## src/rtl/planificador_niveles_pkg.sv

```systemverilog
// Shared types, defaults and saturating level helpers for the pet level scheduler.
package planificador_niveles_pkg;
  localparam int NIVEL_W             = 2;
  localparam int PERIODO_HAMBRE_DEF  = 30;
  localparam int PERIODO_SALUD_DEF   = 60;
  localparam int DURACION_ACCION_DEF = 3;

  typedef enum logic [1:0] {
    REPOSO       = 2'd0,
    COMIENDO     = 2'd1,
    CURANDO      = 2'd2,
    ENFRIAMIENTO = 2'd3
  } estado_t;

  // Which requester was served last; drives the round-robin tie break.
  typedef enum logic {
    ULT_COMIDA   = 1'b0,
    ULT_MEDICINA = 1'b1
  } ultimo_t;

  typedef logic [NIVEL_W-1:0] nivel_t;
  localparam nivel_t NIVEL_MAX = '1;

  function automatic nivel_t nivel_inc(input nivel_t n);
    return (n == NIVEL_MAX) ? n : n + nivel_t'(1);
  endfunction

  function automatic nivel_t nivel_dec(input nivel_t n);
    return (n == '0) ? n : n - nivel_t'(1);
  endfunction
endpackage

```

## src/rtl/planificador_niveles_detector_flanco.sv

```systemverilog
// One-bit rising-edge detector; output is combinational against the registered previous value.
module detector_flanco (
  input  logic clk,
  input  logic rst,
  input  logic d,
  output logic flanco
);
  logic prev_q, prev_d;

  always_comb prev_d = d;

  always_ff @(posedge clk or posedge rst) begin
    if (rst) prev_q <= 1'b0;
    else     prev_q <= prev_d;
  end

  assign flanco = d & ~prev_q;
endmodule

```

## src/rtl/planificador_niveles.sv

```systemverilog
// Food/health level scheduler: arbitrates feed and medicine requests, runs timed
// actions and applies periodic decay of both levels.
module planificador_niveles
  import planificador_niveles_pkg::*;
#(
  parameter int PERIODO_HAMBRE  = PERIODO_HAMBRE_DEF,
  parameter int PERIODO_SALUD   = PERIODO_SALUD_DEF,
  parameter int DURACION_ACCION = DURACION_ACCION_DEF
) (
  input  logic               clk,
  input  logic               reset,
  input  logic               tick_seg,
  input  logic               Boton_Comida,
  input  logic               Boton_Medicina,
  input  logic               Activo_Comida,
  input  logic               Activo_Medicina,
  output logic [NIVEL_W-1:0] Nivel_Comida,
  output logic [NIVEL_W-1:0] Nivel_Salud,
  output logic               Concesion_Comida,
  output logic               Concesion_Medicina,
  output logic               Ocupado
);
  localparam int PMAX = (PERIODO_HAMBRE > PERIODO_SALUD) ? PERIODO_HAMBRE : PERIODO_SALUD;
  localparam int CW   = (PMAX > 1) ? $clog2(PMAX) : 1;
  localparam int AW   = (DURACION_ACCION > 1) ? $clog2(DURACION_ACCION) : 1;
  localparam logic [CW-1:0] HAMBRE_FIN = CW'(PERIODO_HAMBRE - 1);
  localparam logic [CW-1:0] SALUD_FIN  = CW'(PERIODO_SALUD - 1);
  localparam logic [AW-1:0] ACCION_FIN = AW'(DURACION_ACCION - 1);

  estado_t       estado_q, estado_d;
  ultimo_t       ultimo_q, ultimo_d;
  logic [AW-1:0] act_cnt_q, act_cnt_d;
  logic [CW-1:0] hambre_cnt_q, hambre_cnt_d;
  logic [CW-1:0] salud_cnt_q, salud_cnt_d;
  nivel_t        com_q, com_d, sal_q, sal_d;
  logic          pend_com_q, pend_com_d, pend_med_q, pend_med_d;
  logic          conc_com_q, conc_com_d, conc_med_q, conc_med_d;
  logic          ocupado_q, ocupado_d;
  logic          flanco_com, flanco_med;
  logic          eleg_com, eleg_med, otorga_com, otorga_med, en_reposo, en_accion;

  detector_flanco u_flanco_com (.clk(clk), .rst(reset), .d(Boton_Comida),   .flanco(flanco_com));
  detector_flanco u_flanco_med (.clk(clk), .rst(reset), .d(Boton_Medicina), .flanco(flanco_med));

  assign en_reposo = (estado_q == REPOSO);
  assign en_accion = (estado_q == COMIENDO) || (estado_q == CURANDO);
  assign eleg_com  = pend_com_q & Activo_Comida;
  assign eleg_med  = pend_med_q & Activo_Medicina;

  always_ff @(posedge clk or posedge reset) begin
    if (reset) begin
      estado_q     <= REPOSO;
      ultimo_q     <= ULT_MEDICINA;
      act_cnt_q    <= '0;
      hambre_cnt_q <= '0;
      salud_cnt_q  <= '0;
      com_q        <= NIVEL_MAX;
      sal_q        <= NIVEL_MAX;
      pend_com_q   <= 1'b0;
      pend_med_q   <= 1'b0;
      conc_com_q   <= 1'b0;
      conc_med_q   <= 1'b0;
      ocupado_q    <= 1'b0;
    end else begin
      estado_q     <= estado_d;
      ultimo_q     <= ultimo_d;
      act_cnt_q    <= act_cnt_d;
      hambre_cnt_q <= hambre_cnt_d;
      salud_cnt_q  <= salud_cnt_d;
      com_q        <= com_d;
      sal_q        <= sal_d;
      pend_com_q   <= pend_com_d;
      pend_med_q   <= pend_med_d;
      conc_com_q   <= conc_com_d;
      conc_med_q   <= conc_med_d;
      ocupado_q    <= ocupado_d;
    end
  end

  // Next state; on a tie the requester not served last wins.
  always_comb begin
    estado_d   = estado_q;
    otorga_com = 1'b0;
    otorga_med = 1'b0;
    unique case (estado_q)
      REPOSO: begin
        if (eleg_com && (!eleg_med || ultimo_q == ULT_MEDICINA)) begin
          estado_d   = COMIENDO;
          otorga_com = 1'b1;
        end else if (eleg_med) begin
          estado_d   = CURANDO;
          otorga_med = 1'b1;
        end
      end
      COMIENDO, CURANDO: if (tick_seg && act_cnt_q == ACCION_FIN) estado_d = ENFRIAMIENTO;
      ENFRIAMIENTO:      if (tick_seg) estado_d = REPOSO;
      default:           estado_d = REPOSO;
    endcase
  end

  // Requests, action timer, levels and decay counters. Decisions use the current
  // state so a tick on a transition belongs to the state being left.
  always_comb begin
    pend_com_d = flanco_com | (pend_com_q & ~otorga_com & ~(en_reposo & ~Activo_Comida));
    pend_med_d = flanco_med | (pend_med_q & ~otorga_med & ~(en_reposo & ~Activo_Medicina));
    ultimo_d   = otorga_com ? ULT_COMIDA : (otorga_med ? ULT_MEDICINA : ultimo_q);

    act_cnt_d = act_cnt_q;
    if (!en_accion)    act_cnt_d = '0;
    else if (tick_seg) act_cnt_d = (act_cnt_q == ACCION_FIN) ? '0 : act_cnt_q + AW'(1);

    com_d        = com_q;
    hambre_cnt_d = hambre_cnt_q;
    if (tick_seg) begin
      if (estado_q == COMIENDO) com_d = nivel_inc(com_q);
      else if (hambre_cnt_q == HAMBRE_FIN) begin
        hambre_cnt_d = '0;
        com_d        = nivel_dec(com_q);
      end else hambre_cnt_d = hambre_cnt_q + CW'(1);
    end

    sal_d       = sal_q;
    salud_cnt_d = salud_cnt_q;
    if (com_q != '0) salud_cnt_d = '0;
    else if (tick_seg && estado_q != CURANDO) begin
      if (salud_cnt_q == SALUD_FIN) begin
        salud_cnt_d = '0;
        sal_d       = nivel_dec(sal_q);
      end else salud_cnt_d = salud_cnt_q + CW'(1);
    end
    if (tick_seg && estado_q == CURANDO) sal_d = nivel_inc(sal_q);
  end

  // Outputs registered off the next state so grants rise with the action state.
  always_comb begin
    conc_com_d = (estado_d == COMIENDO);
    conc_med_d = (estado_d == CURANDO);
    ocupado_d  = (estado_d != REPOSO);
  end

  assign Nivel_Comida       = com_q;
  assign Nivel_Salud        = sal_q;
  assign Concesion_Comida   = conc_com_q;
  assign Concesion_Medicina = conc_med_q;
  assign Ocupado            = ocupado_q;
endmodule

```

## config.mk

```make
export PLATFORM = sky130hd
export DESIGN_NAME = planificador_niveles
export DESIGN_NICKNAME = d
export VERILOG_FILES = /design/src/rtl/planificador_niveles_pkg.sv /design/src/rtl/planificador_niveles_detector_flanco.sv /design/src/rtl/planificador_niveles.sv
export SDC_FILE = /design/constraint.sdc
export NUM_CORES = 1
export LEC_CHECK = 0
export ABC_AREA = 1
export BUFFER_PORTS_ARGS = -buffer_cell sky130_fd_sc_hd__buf_2
export CORE_MARGIN = 5
export CORE_UTILIZATION = 37
export DETAILED_ROUTE_END_ITERATION = 16
export GPL_ROUTABILITY_DRIVEN = 0
export PLACE_DENSITY_LB_ADDON = 0.3
export RECOVER_POWER = 50
export SYNTH_ARGS = -nofsm -noshare
export SYNTH_HDL_FRONTEND = slang
export SYNTH_SLANG_ARGS = --single-unit
```

## constraint.sdc

```tcl
create_clock -name clk -period 1.75 [get_ports clk]
set_input_delay 0.2625 -clock clk [delete_from_list [all_inputs] [get_ports clk]]
set_output_delay 0.2625 -clock clk [all_outputs]
set_load 0.1 [all_outputs]
```

Yosys cells after proc, flatten, opt, wreduce, memory -nomap -nowiden
Cells that the tools add are included.
Widths: inputs -> output; s select.
- register bits: 28
- output and inout port bits: 7
- input port bits: 7
- word-level logic and storage cells: 109
- reductions and logical operators: 21
- equal/unequal tests: 17
- bitwise operators: 21
- add/subtract/negate cells: 7
- mux-type cells: 29
- operators by type and width (cell ; number):
    $mux 2 ; 17
    $mux 6 ; 4
    $reduce_bool 2->1 ; 7
    $add 6x1->6 const B ; 2
    $eq 2x2->1 const B ; 6
    $and 1x1->1 ; 10
    $ne 2x2->1 const B ; 5
    $not 1->1 ; 9
    $mux 1 ; 7
    $add 2x1->2 const B ; 3
    $eq 6x5->1 const B ; 1
    $eq 6x6->1 const B ; 1
    $logic_not 2->1 ; 3
    $pmux 2 s3 ; 1
    $reduce_and 5->1 ; 1
    $eq 2x1->1 const B ; 2
    $logic_and 1x1->1 ; 4
    $ne 2x1->1 const B ; 2
    $reduce_and 4->1 ; 1
    $sub 2x1->2 const B ; 2
    $logic_or 1x1->1 ; 2
    $or 1x1->1 ; 2
    $reduce_and 2->1 ; 1
    $reduce_or 2->1 ; 1
    $logic_not 1->1 ; 1

Logic depth before layout (Yosys ltp)
Gate-level depths: netlist (run 1).
- word-level depth: 10
- mapped depth: 9
- depth with buffers taken out: 9

By module
A second synthesis (run 1) with hierarchy kept.
- cell total of the unflattened synthesis: 205
- area, all modules: 1574.0 um2
- modules (own cells, without submodules) (module ; cells each ; seq. area each (um2) ; instances ; area an instance (um2)):
    planificador_niveles ; 197 ; 656.9 ; 1 ; 1496.4
    detector_flanco ; 4 ; 25.0 ; 2 ; 38.8

Least setup slack after synthesis (run 1)
No wires, ideal clock.
- path kind: flip-flop to flip-flop
- start: reg com_q[0], in the netlist Nivel_Comida[0]
- end: reg salud_cnt_q[3]
- path buffers: 0
- clock period less this slack: 1.490 ns
- stages on the path, launching flop included: 6
- setup slack: 0.260 ns
- data required time: 1.629 ns
- data arrival time: 1.368 ns
- setup time: 0.121 ns
- cell sequence: dfstp_2 > nor2_4 > nand2_8 > nand2_2 > xor2_1 > nor2_1
- word-level cells in the longest chain between the ends: 2
- RTL lines (element ; line ; source):
    start, declared ; planificador_niveles.sv:35 ; nivel_t com_q, com_d, sal_q, sal_d;
    start signal, assigned ; planificador_niveles.sv:70 ; com_q <= com_d;
    $reduce_bool 2->1 (*) ; planificador_niveles.sv:124 ; if (com_q != '0) salud_cnt_d = '0;
    $mux 6 or $reduce_bool 2->1 (tied branches) ; - ;
    end signal, assigned ; planificador_niveles.sv:69 ; salud_cnt_q <= salud_cnt_d;
    end, declared ; planificador_niveles.sv:34 ; logic [CW-1:0] salud_cnt_q, salud_cnt_d;
Every way passes the cells marked *; elsewhere a longest branch is shown, timed or not.
A chain may end at the register's enable or synchronous reset.

Final worst setup path (run 1)
- start: reg com_q[0], in the netlist Nivel_Comida[0]
- end: out Nivel_Comida[0]
- RTL lines (element ; line ; source):
    end, declared ; planificador_niveles.sv:17 ; output logic [NIVEL_W-1:0] Nivel_Comida,
No word-level cell between the ends.

==> run_results.csv, run 1 <==
group,metric,value,unit
synth,yosys.area.top_type,"dfrtp_1",
setup_path,critical_path.startpoint_type,"flip-flop",
detailed_routing,routed_wl,2700,um
floorplanning,die_x,75.2,um
power_and_ir_drop,power_density,1750,nW/um^2
setup_path,arrival,1.31,ns
placed_design,hpwl,2050,um
clocking,cts_tree,"built",
placed_design,dp_slack,0.311,ns
detailed_routing,ant_nets,0,
timing,hold_viol,0,
power_and_ir_drop,power,3.05,mW
setup_path,crit_fanout,5,
timing,tightestPinTransition,0.685,ns
detailed_routing,drc,0,
synth,synth_warnings,0,
run_status,status,"finished clean",
synth,synth_top_area_share,36.6,%
clocking,clk_path_buf_depth,2,
detailed_routing,vias,1213,
clocking,holdBufCountCts,0,
timing,fin_worst_skew,0.00238,ns
clocking,clk_pin_slew_worst_paths,0.09,ns
layout,drive_gt1_share,17.4,%
placed_design,place_inst,259,
synth,synth.area.top_cells,"dfrtp_1, nand2_1, dfstp_2",
synth,yosysSeqAreaShare,44.9,%
setup_path,path_delay_family,"flip-flops",
power_and_ir_drop,total_leakage_power,0.901,nW
floorplanning,initial_core_util,38.8,%
layout,syn2layout_area_growth,11.0,%
layout,diodes,0,
floorplanning,die_h,75.2,um
global_route,track_usage,10.8,%
timing,fin_crit_sh,89.9,%
synth,synth.distinct_cells,25,
clocking,postCtsSetupRepairBufs,0,
setup_path,path_cells,"buf_2",
timing,fmax,636,MHz
timing,fin_hold_ws,0.105,ns
layout,fillers,415,
synth,syn_avg_cell_area,8.03,um^2
synth,synth-seq-cells,28,
global_route,antenna_found_initial,0,
detailed_routing,drt_iter0_drc,36,
floorplanning,fp.coreArea,4060,um^2
clocking,ctsRootBufferMaster,"clkbuf_8",
min_path,min_path_type,"in -> reg",
global_route,grt_pass1_wl,4730,um
clocking,clkLatencyLatePin,0.27,ns
timing,relSlewSlack,54.3,%
layout,seq_area,707,um^2
layout,layoutNonFillerInstCount,263,
detailed_routing,wl_per_cell,10.2,um
layout,final_nets,229,
global_route,overflow,0,
clocking,cts_max_level,1,
timing,rsz0062_at_grt,"false",
floorplanning,die_area,5660,um^2
clocking,numCtsBuffers,3,
synth,syn_inst,196,
setup_path,cp-end-kind,"primary output",
global_route,grt_max_degree,29,
layout,final_common_cell,"nand2_1",
timing,setup_viol,0,
clocking,cts_resized,0,
timing,fin_crit,1.57,ns
setup_path,slowest_stage,"dfstp_2",
placed_design,port_buffers,13,
detailed_routing,drtPass1Iterations,4,
layout,most-common-layout-cells,"nand2_1, inv_1, dfrtp_1",
setup_path,criticalPathCategory,"reg -> out",
setup_path,max_stage_delay,0.60,ns
timing,drv_slew,0,
setup_path,required,1.49,ns
synth,syn-num-nets,211,
global_route,grt_pass1_vias,1094,
layout,multiInputGateArea,751,um^2
clocking,cts.sinks,28,
detailed_routing,viasPerCell,4.61,
floorplanning,fp-row-count,23,
synth,synth_area,1570,um^2
power_and_ir_drop,ir_worst_vdd,0.794,mV
setup_path,crit_buf_inv,1,
timing,tns,0,ns
timing,setup_slack,0.177,ns
floorplanning,ios,14,
run,cap_violations,0,
-- cell families (layout without fill, tap and decap cells) --
family / count (synthesis) / count (layout) / synth area share, %
AOI/OAI and AO/OA: 15 / 15 / 5.56
xor gates and xnor gates: 4 / 4 / 2.23
adders and majority gates: 8 / 8 / 6.36
buffers and inverters: 29 / 46 / 7.39
DFF: 28 / 28 / 44.9
muxes: 1 / 1 / 0.636
and+or+nand+nor: 111 / 111 / 32.9
-- final cells by class --
cell class | instances | area share [%]
multi-input cells | 139 | 42.9
well taps | 50 | 3.58
clock buffers | 4 | 3.15
flip-flops and latches | 28 | 40.4
repair buffers | 14 | 3.87
inverters | 28 | 6.01
-- cell usage after synthesis, drive strengths merged --
library cell	count
a21oi	5
buf	1
dfrtp	23
dfstp	5
ha	8
inv	28
mux2i	1
nand2	66
nand3	20
nand4	6
nor2	19
o21ai	7
o221ai	2
o22ai	1
xnor2	1
xor2	3
-- metal layers --
metal | routed length [um] | up-vias | part of all wire [%] | global-route usage (%)
met5 | 0 | - | 0 | 0
met1 | 1370 | 542 | 51 | 14.9
met4 | 25 | 0 | 0.93 | 2.33
li1 | - | 656 | - | -
met3 | 100 | 4 | 3.7 | 3.47
met2 | 1200 | 11 | 44 | 16.6
-- through the flow --
step | cell area, um^2 | utilization, %
3_5_place_dp | 1700 | 41.8
6_report | 1750 | 43.1
5_1_grt | 1750 | 43.1
4_1_cts | 1750 | 43.2
2_1_floorplan | 1570 | -
3_3_place_gp | 1700 | 41.8
-- where the power goes --
| part | switching (mW) | internal (mW) |
|---|---|---|
| Clock | 0.193 | 0.201 |
| Combinational | 1.11 | 0.424 |
| Sequential | 0.211 | 0.914 |
| Total | 1.51 | 1.54 |
-- flip-flops by register name, summed over array words and instances (netlist names) --
signal and count:
pend_med_q 1, estado_q 2, Nivel_Comida 2, Ocupado 1, Concesion_Medicina 1, u_flanco_com.prev_q 1
Nivel_Salud 2, u_flanco_med.prev_q 1, Concesion_Comida 1, pend_com_q 1, hambre_cnt_q 6, ultimo_q 1
salud_cnt_q 6, act_cnt_q 2
-- worst paths after layout --
kind | start | to | slack, ns | cells past startpoint
max | Nivel_Comida[0]$_DFFE_PP1P_ | Nivel_Comida[0] | 0.18 | 1
min | Boton_Comida | u_flanco_com.prev_q$_DFF_PP0_ | 0.11 | 1
max reg2reg | estado_q[0]$_DFF_PP0_ | salud_cnt_q[4]$_DFFE_PP0P_ | 0.31 | 8
min reg2reg | u_flanco_com.prev_q$_DFF_PP0_ | pend_com_q$_DFF_PP0_ | 0.48 | 1
min in group asynchronous | reset | salud_cnt_q[2]$_DFFE_PP0P_ | 0.16 | 3
max in group asynchronous | reset | hambre_cnt_q[5]$_DFFE_PP0P_ | 1.16 | 3
No activity file was read; power rests on OpenSTA's default activity.
==> inputs of run 2 (changes only) <==
Clock period 1.75 ns to 1.6 ns, I/O delays scaled along.
==> run_results.csv, run 2 (synthesis gave the netlist of run 1 again) <==
group,metric,value,unit
run_status,status,"finished clean",
clocking,numCtsBuffers,3,
global_route,use_met2,17.1,%
detailed_routing,ant_nets,0,
power_and_ir_drop,pwr-share-comb,48.5,%
layout,syn2layout_area_growth,12.6,%
timing,fmax,645,MHz
setup_path,critical_path.startpoint_type,"flip-flop",
min_path,holdCritStartpoint,"Boton_Comida",
global_route,gr-usage-met3,2.80,%
detailed_routing,routed_wl,2700,um
clocking,cts_tree,"built",
global_route,grt_use_met1,15.0,%
layout,reg_top3,"hambre_cnt_q: 6 flops, salud_cnt_q: 6 flops",
setup_path,max_stage_delay,0.59,ns
floorplanning,ios,14,
setup_path,cp-end-kind,"primary output",
clocking,postCtsSetupRepairBufs,0,
clocking,cts_max_level,1,
clocking,clk_pin_slew_worst_paths,0.10,ns
setup_path,path_cells,"buf_2",
global_route,grt_pass1_wl,4830,um
timing,fin_crit_sh,96.9,%
timing,fin_crit,1.55,ns
setup_path,rrSetupSlack,0.18,ns
clocking,clk_path_buf_depth,2,
placed_design,placed_cell_area,1710,um^2
layout,diodes,0,
power_and_ir_drop,power,3.47,mW
power_and_ir_drop,pwr-share-clk,16.0,%
detailed_routing,drtPass1Iterations,4,
layout,fin_util,43.7,%
setup_path,required,1.36,ns
setup_path,path_delay_family,"flip-flops",
timing,setup_viol,0,
detailed_routing,vias,1236,
run,cap_violations,0,
setup_path,slowest_stage,"dfstp_2",
min_path,hold_end,"u_flanco_com.prev_q$_DFF_PP0_",
power_and_ir_drop,total_leakage_power,0.911,nW
clocking,clkLatencyLatePin,0.27,ns
clocking,ctsRootBufferMaster,"clkbuf_8",
detailed_routing,viasPerCell,4.68,
timing,tns,0,ns
power_and_ir_drop,power_density,1960,nW/um^2
global_route,track_usage,10.9,%
setup_path,reg2reg_depth,8,
timing,drv_slew,0,
power_and_ir_drop,internal-power,1.80,mW
detailed_routing,drt_iter0_drc,44,
setup_path,arrival,1.31,ns
floorplanning,fp-row-count,23,
global_route,overflow,0,
setup_path,criticalPathCategory,"reg -> out",
setup_path,reg2reg_from,"estado_q[0]$_DFF_PP0_",
layout,final_common_cell,"nand2_1",
power_and_ir_drop,ir_worst_vdd,0.648,mV
setup_path,r2r_end,"salud_cnt_q[4]$_DFFE_PP0P_",
min_path,hold_depth,1,
setup_path,crit_fanout,5,
min_path,min_path_type,"in -> reg",
timing,fin_worst_skew,0.00362,ns
timing,relSlewSlack,54.7,%
timing,rsz0062_at_grt,"false",
placed_design,port_buffers,13,
layout,final_nets,230,
power_and_ir_drop,power_frac_seq,35.5,%
floorplanning,initial_core_util,38.8,%
floorplanning,die_h,75.2,um
global_route,antenna_found_initial,0,
detailed_routing,drc,0,
layout,drive_gt1_share,18.2,%
layout,design_area,1770,um^2
timing,hold_viol,0,
power_and_ir_drop,power_switching,1.67,mW
global_route,grt_max_degree,29,
setup_path,crit_buf_inv,1,
power_and_ir_drop,power_switching_share,48.1,%
global_route,grt_pass1_vias,1096,
global_route,top_usage_layer,"met2",
floorplanning,die_area,5660,um^2
floorplanning,die_x,75.2,um
clocking,cts.sinks,28,
layout,most-common-layout-cells,"nand2_1, inv_1, dfrtp_1",
timing,tightestPinTransition,0.680,ns
placed_design,hpwl,2060,um
floorplanning,fp.coreArea,4060,um^2
detailed_routing,wl_per_cell,10.2,um
==> run 2: layout make-up <==
cell class | count | area (um^2)
clock buffer | 3 | 41.3
clock inverter | 1 | 30.0
fill | 410 | 2280
inverter | 28 | 105
multi-input combinational | 139 | 751
sequential | 28 | 708
tap | 50 | 62.6
timing repair buffer | 15 | 75.1
==> run 2: power groups by stage <==
stage | clock (mW) | sequential [mW] | combinational [mW]
detailed placement | 0 | 1.25 | 1.70
global route | 0.598 | 1.27 | 1.87
finish | 0.557 | 1.23 | 1.68
floorplan | 0 | 1.70 | 0.943
global placement | 0 | 1.24 | 1.70
CTS | 0.582 | 1.23 | 1.71
==> run 2: metal layers <==
| metal | vias up | wire [um] |
|---|---|---|
| met2 | 12 | 1260 |
| met3 | 2 | 78 |
| met1 | 564 | 1350 |
| met5 | - | 0 |
| met4 | 0 | 17 |
| li1 | 658 | - |
==> run 2: worst max path at each step <==
stage	from	to	slack, ns	cells past startpoint
global placement	estado_q[0]$_DFF_PP0_	Ocupado$_DFF_PP0_	0.20	8
CTS	Nivel_Comida[0]$_DFFE_PP1P_	Nivel_Comida[0]	0.03	1
global route	Nivel_Comida[0]$_DFFE_PP1P_	Nivel_Comida[0]	0.02	1
finish	Nivel_Comida[0]$_DFFE_PP1P_	Nivel_Comida[0]	0.05	1
detailed placement	estado_q[0]$_DFF_PP0_	Concesion_Medicina$_DFF_PP0_	0.17	8
floorplan	Nivel_Comida[0]$_DFFE_PP1P_	salud_cnt_q[3]$_DFFE_PP0P_	0.11	5
==> run 2: per-stage QoR <==
step / worst slack [ns] / hold WS [ns] / std cells
CTS: 0.0327 / 0.0157 / 264
global placement: 0.200 / 0.331 / 260
global route: 0.0183 / 0.0774 / 264
detailed placement: 0.175 / 0.322 / 260
floorplan: 0.110 / 0.271 / 196
finish: 0.0498 / 0.0786 / 264
==> run 2: timing repair <==
| action | CTS | global route |
|---|---|---|
| hold buffers | 0 | 0 |
| endpoints found under the setup margin | 0 | 1 |
| gates resized for setup | 0 | 1 |
==> inputs of run 3 (changes only) <==
==> constraint.sdc (replaced) <==
create_clock -name clk -period 1.85 [get_ports clk]
set_input_delay 0.0925 -clock clk [delete_from_list [all_inputs] [get_ports clk]]
set_output_delay 0.0925 -clock clk [all_outputs]
set_load 0.1 [all_outputs]
==> run_results.csv, run 3 (synthesis gave the netlist of run 1 again) <==
group,metric,value,unit
timing,drv_slew,0,
setup_path,startpoint,"Ocupado$_DFF_PP0_",
global_route,antenna_found_initial,0,
timing,rsz0062_at_grt,"false",
detailed_routing,drc,0,
detailed_routing,wl_per_cell,10.2,um
setup_path,reg2reg_depth,8,
timing,hold_viol,0,
layout,final_nets,232,
floorplanning,ios,14,
detailed_routing,drt_iter0_drc,37,
clocking,clk_pin_slew_worst_paths,0.09,ns
clocking,holdBufCountCts,3,
run_status,status,"finished clean",
clocking,clk_path_buf_depth,2,
floorplanning,initial_core_util,38.8,%
detailed_routing,ant_nets,0,
setup_path,criticalPathCategory,"reg -> out",
clocking,cts_max_level,1,
clocking,clkLatencyLatePin,0.27,ns
setup_path,required,1.76,ns
setup_path,path_cells,"clkbuf_1",
timing,setup_slack,0.298,ns
setup_path,arrival,1.46,ns
layout,most-common-layout-cells,"nand2_1, inv_1, dfrtp_1",
setup_path,endpoint,"Ocupado",
setup_path,slowest_stage,"clkbuf_1",
setup_path,path_delay_family,"buffers and inverters",
global_route,grt_pass1_vias,1107,
timing,fmax,644,MHz
setup_path,crit_fanout,1,
setup_path,max_stage_delay,0.86,ns
layout,layoutNonFillerInstCount,266,
power_and_ir_drop,total_leakage_power,0.910,nW
floorplanning,die_x,75.2,um
floorplanning,die_h,75.2,um
global_route,track_usage,10.9,%
floorplanning,fp-row-count,23,
timing,tightestPinTransition,1.16,ns
layout,diodes,0,
detailed_routing,routed_wl,2730,um
timing,fin_hold_ws,0.121,ns
placed_design,placed_cell_area,1700,um^2
timing,fin_crit_sh,83.9,%
detailed_routing,viasPerCell,4.60,
power_and_ir_drop,power,2.89,mW
timing,relSlewSlack,22.7,%
timing,fin_crit,1.55,ns
setup_path,r2r_end,"salud_cnt_q[4]$_DFFE_PP0P_",
placed_design,port_buffers,13,
setup_path,cp-end-kind,"primary output",
power_and_ir_drop,power_density,1630,nW/um^2
clocking,cts.sinks,28,
global_route,grt_pass1_wl,4800,um
power_and_ir_drop,ir_worst_vdd,0.752,mV
layout,syn2layout_area_growth,12.9,%
layout,final_common_cell,"nand2_1",
min_path,min_path_type,"in -> reg",
floorplanning,die_area,5660,um^2
clocking,cts_resized,0,
placed_design,dp_slack,0.411,ns
setup_path,reg2reg_from,"estado_q[0]$_DFF_PP0_",
setup_path,crit_buf_inv,1,
setup_path,path_depth,1,
layout,design_area,1780,um^2
clocking,cts_tree,"built",
global_route,overflow,0,
timing,tns,0,ns
layout,drive_gt1_share,16.7,%
timing,fin_worst_skew,0.00244,ns
clocking,numCtsBuffers,3,
detailed_routing,drtPass1Iterations,4,
setup_path,rrSetupSlack,0.41,ns
run,cap_violations,0,
timing,setup_viol,0,
layout,fin_util,43.8,%
placed_design,place_inst,259,
floorplanning,fp.coreArea,4060,um^2
setup_path,critical_path.startpoint_type,"flip-flop",
placed_design,hpwl,2050,um
clocking,postCtsSetupRepairBufs,0,
detailed_routing,vias,1224,
layout,reg_top3,"hambre_cnt_q: 6 flops, salud_cnt_q: 6 flops",
global_route,grt_max_degree,29,
clocking,ctsRootBufferMaster,"clkbuf_8",
==> run 3: cell types whose count changed in the layout (fill, tap and decap cells not counted), sizes merged <==
cell	before	now
bufinv	1	0
clkbuf	6	8
dlygate4sd3	0	3
buf	12	10
==> run 3: routing by layer <==
metal  vias up  track usage (%)  share of wire (%)
met2        11             16.9                 44
met1       547             15.0                 51
met4         0             2.33               0.92
met5         -                0                  0
li1        662                -                  -
met3         4             3.60                3.9
==> run 3: worst min path at each step <==
stage / end / cells past startpoint / slack (ns) / from
after floorplan: u_flanco_com.prev_q$_DFF_PP0_ / 0 / 0.12 / Boton_Comida
after global placement: salud_cnt_q[2]$_DFFE_PP0P_ / 3 / 0.18 / reset
after detailed placement: salud_cnt_q[2]$_DFFE_PP0P_ / 3 / 0.18 / reset
after CTS: ultimo_q$_DFFE_PP1P_ / 3 / 0.11 / Activo_Medicina
after global routing: ultimo_q$_DFFE_PP1P_ / 3 / 0.15 / Activo_Medicina
final: ultimo_q$_DFFE_PP1P_ / 3 / 0.12 / Activo_Medicina
==> run 3: power by group <==
group,switching [mW],total [mW],internal [mW]
registers,0.200,1.06,0.865
clock network,0.183,0.373,0.190
logic,1.05,1.45,0.402
total,1.43,2.89,1.46
==> run 3: cell type report <==
class / count / area (um^2)
Fill cell: 412 / 2280
Multi-Input combinational cell: 139 / 751
Sequential cell: 28 / 707
Inverter: 28 / 105
Timing Repair Buffer: 17 / 96.3
Tap cell: 50 / 62.6
Clock buffer: 4 / 55.1
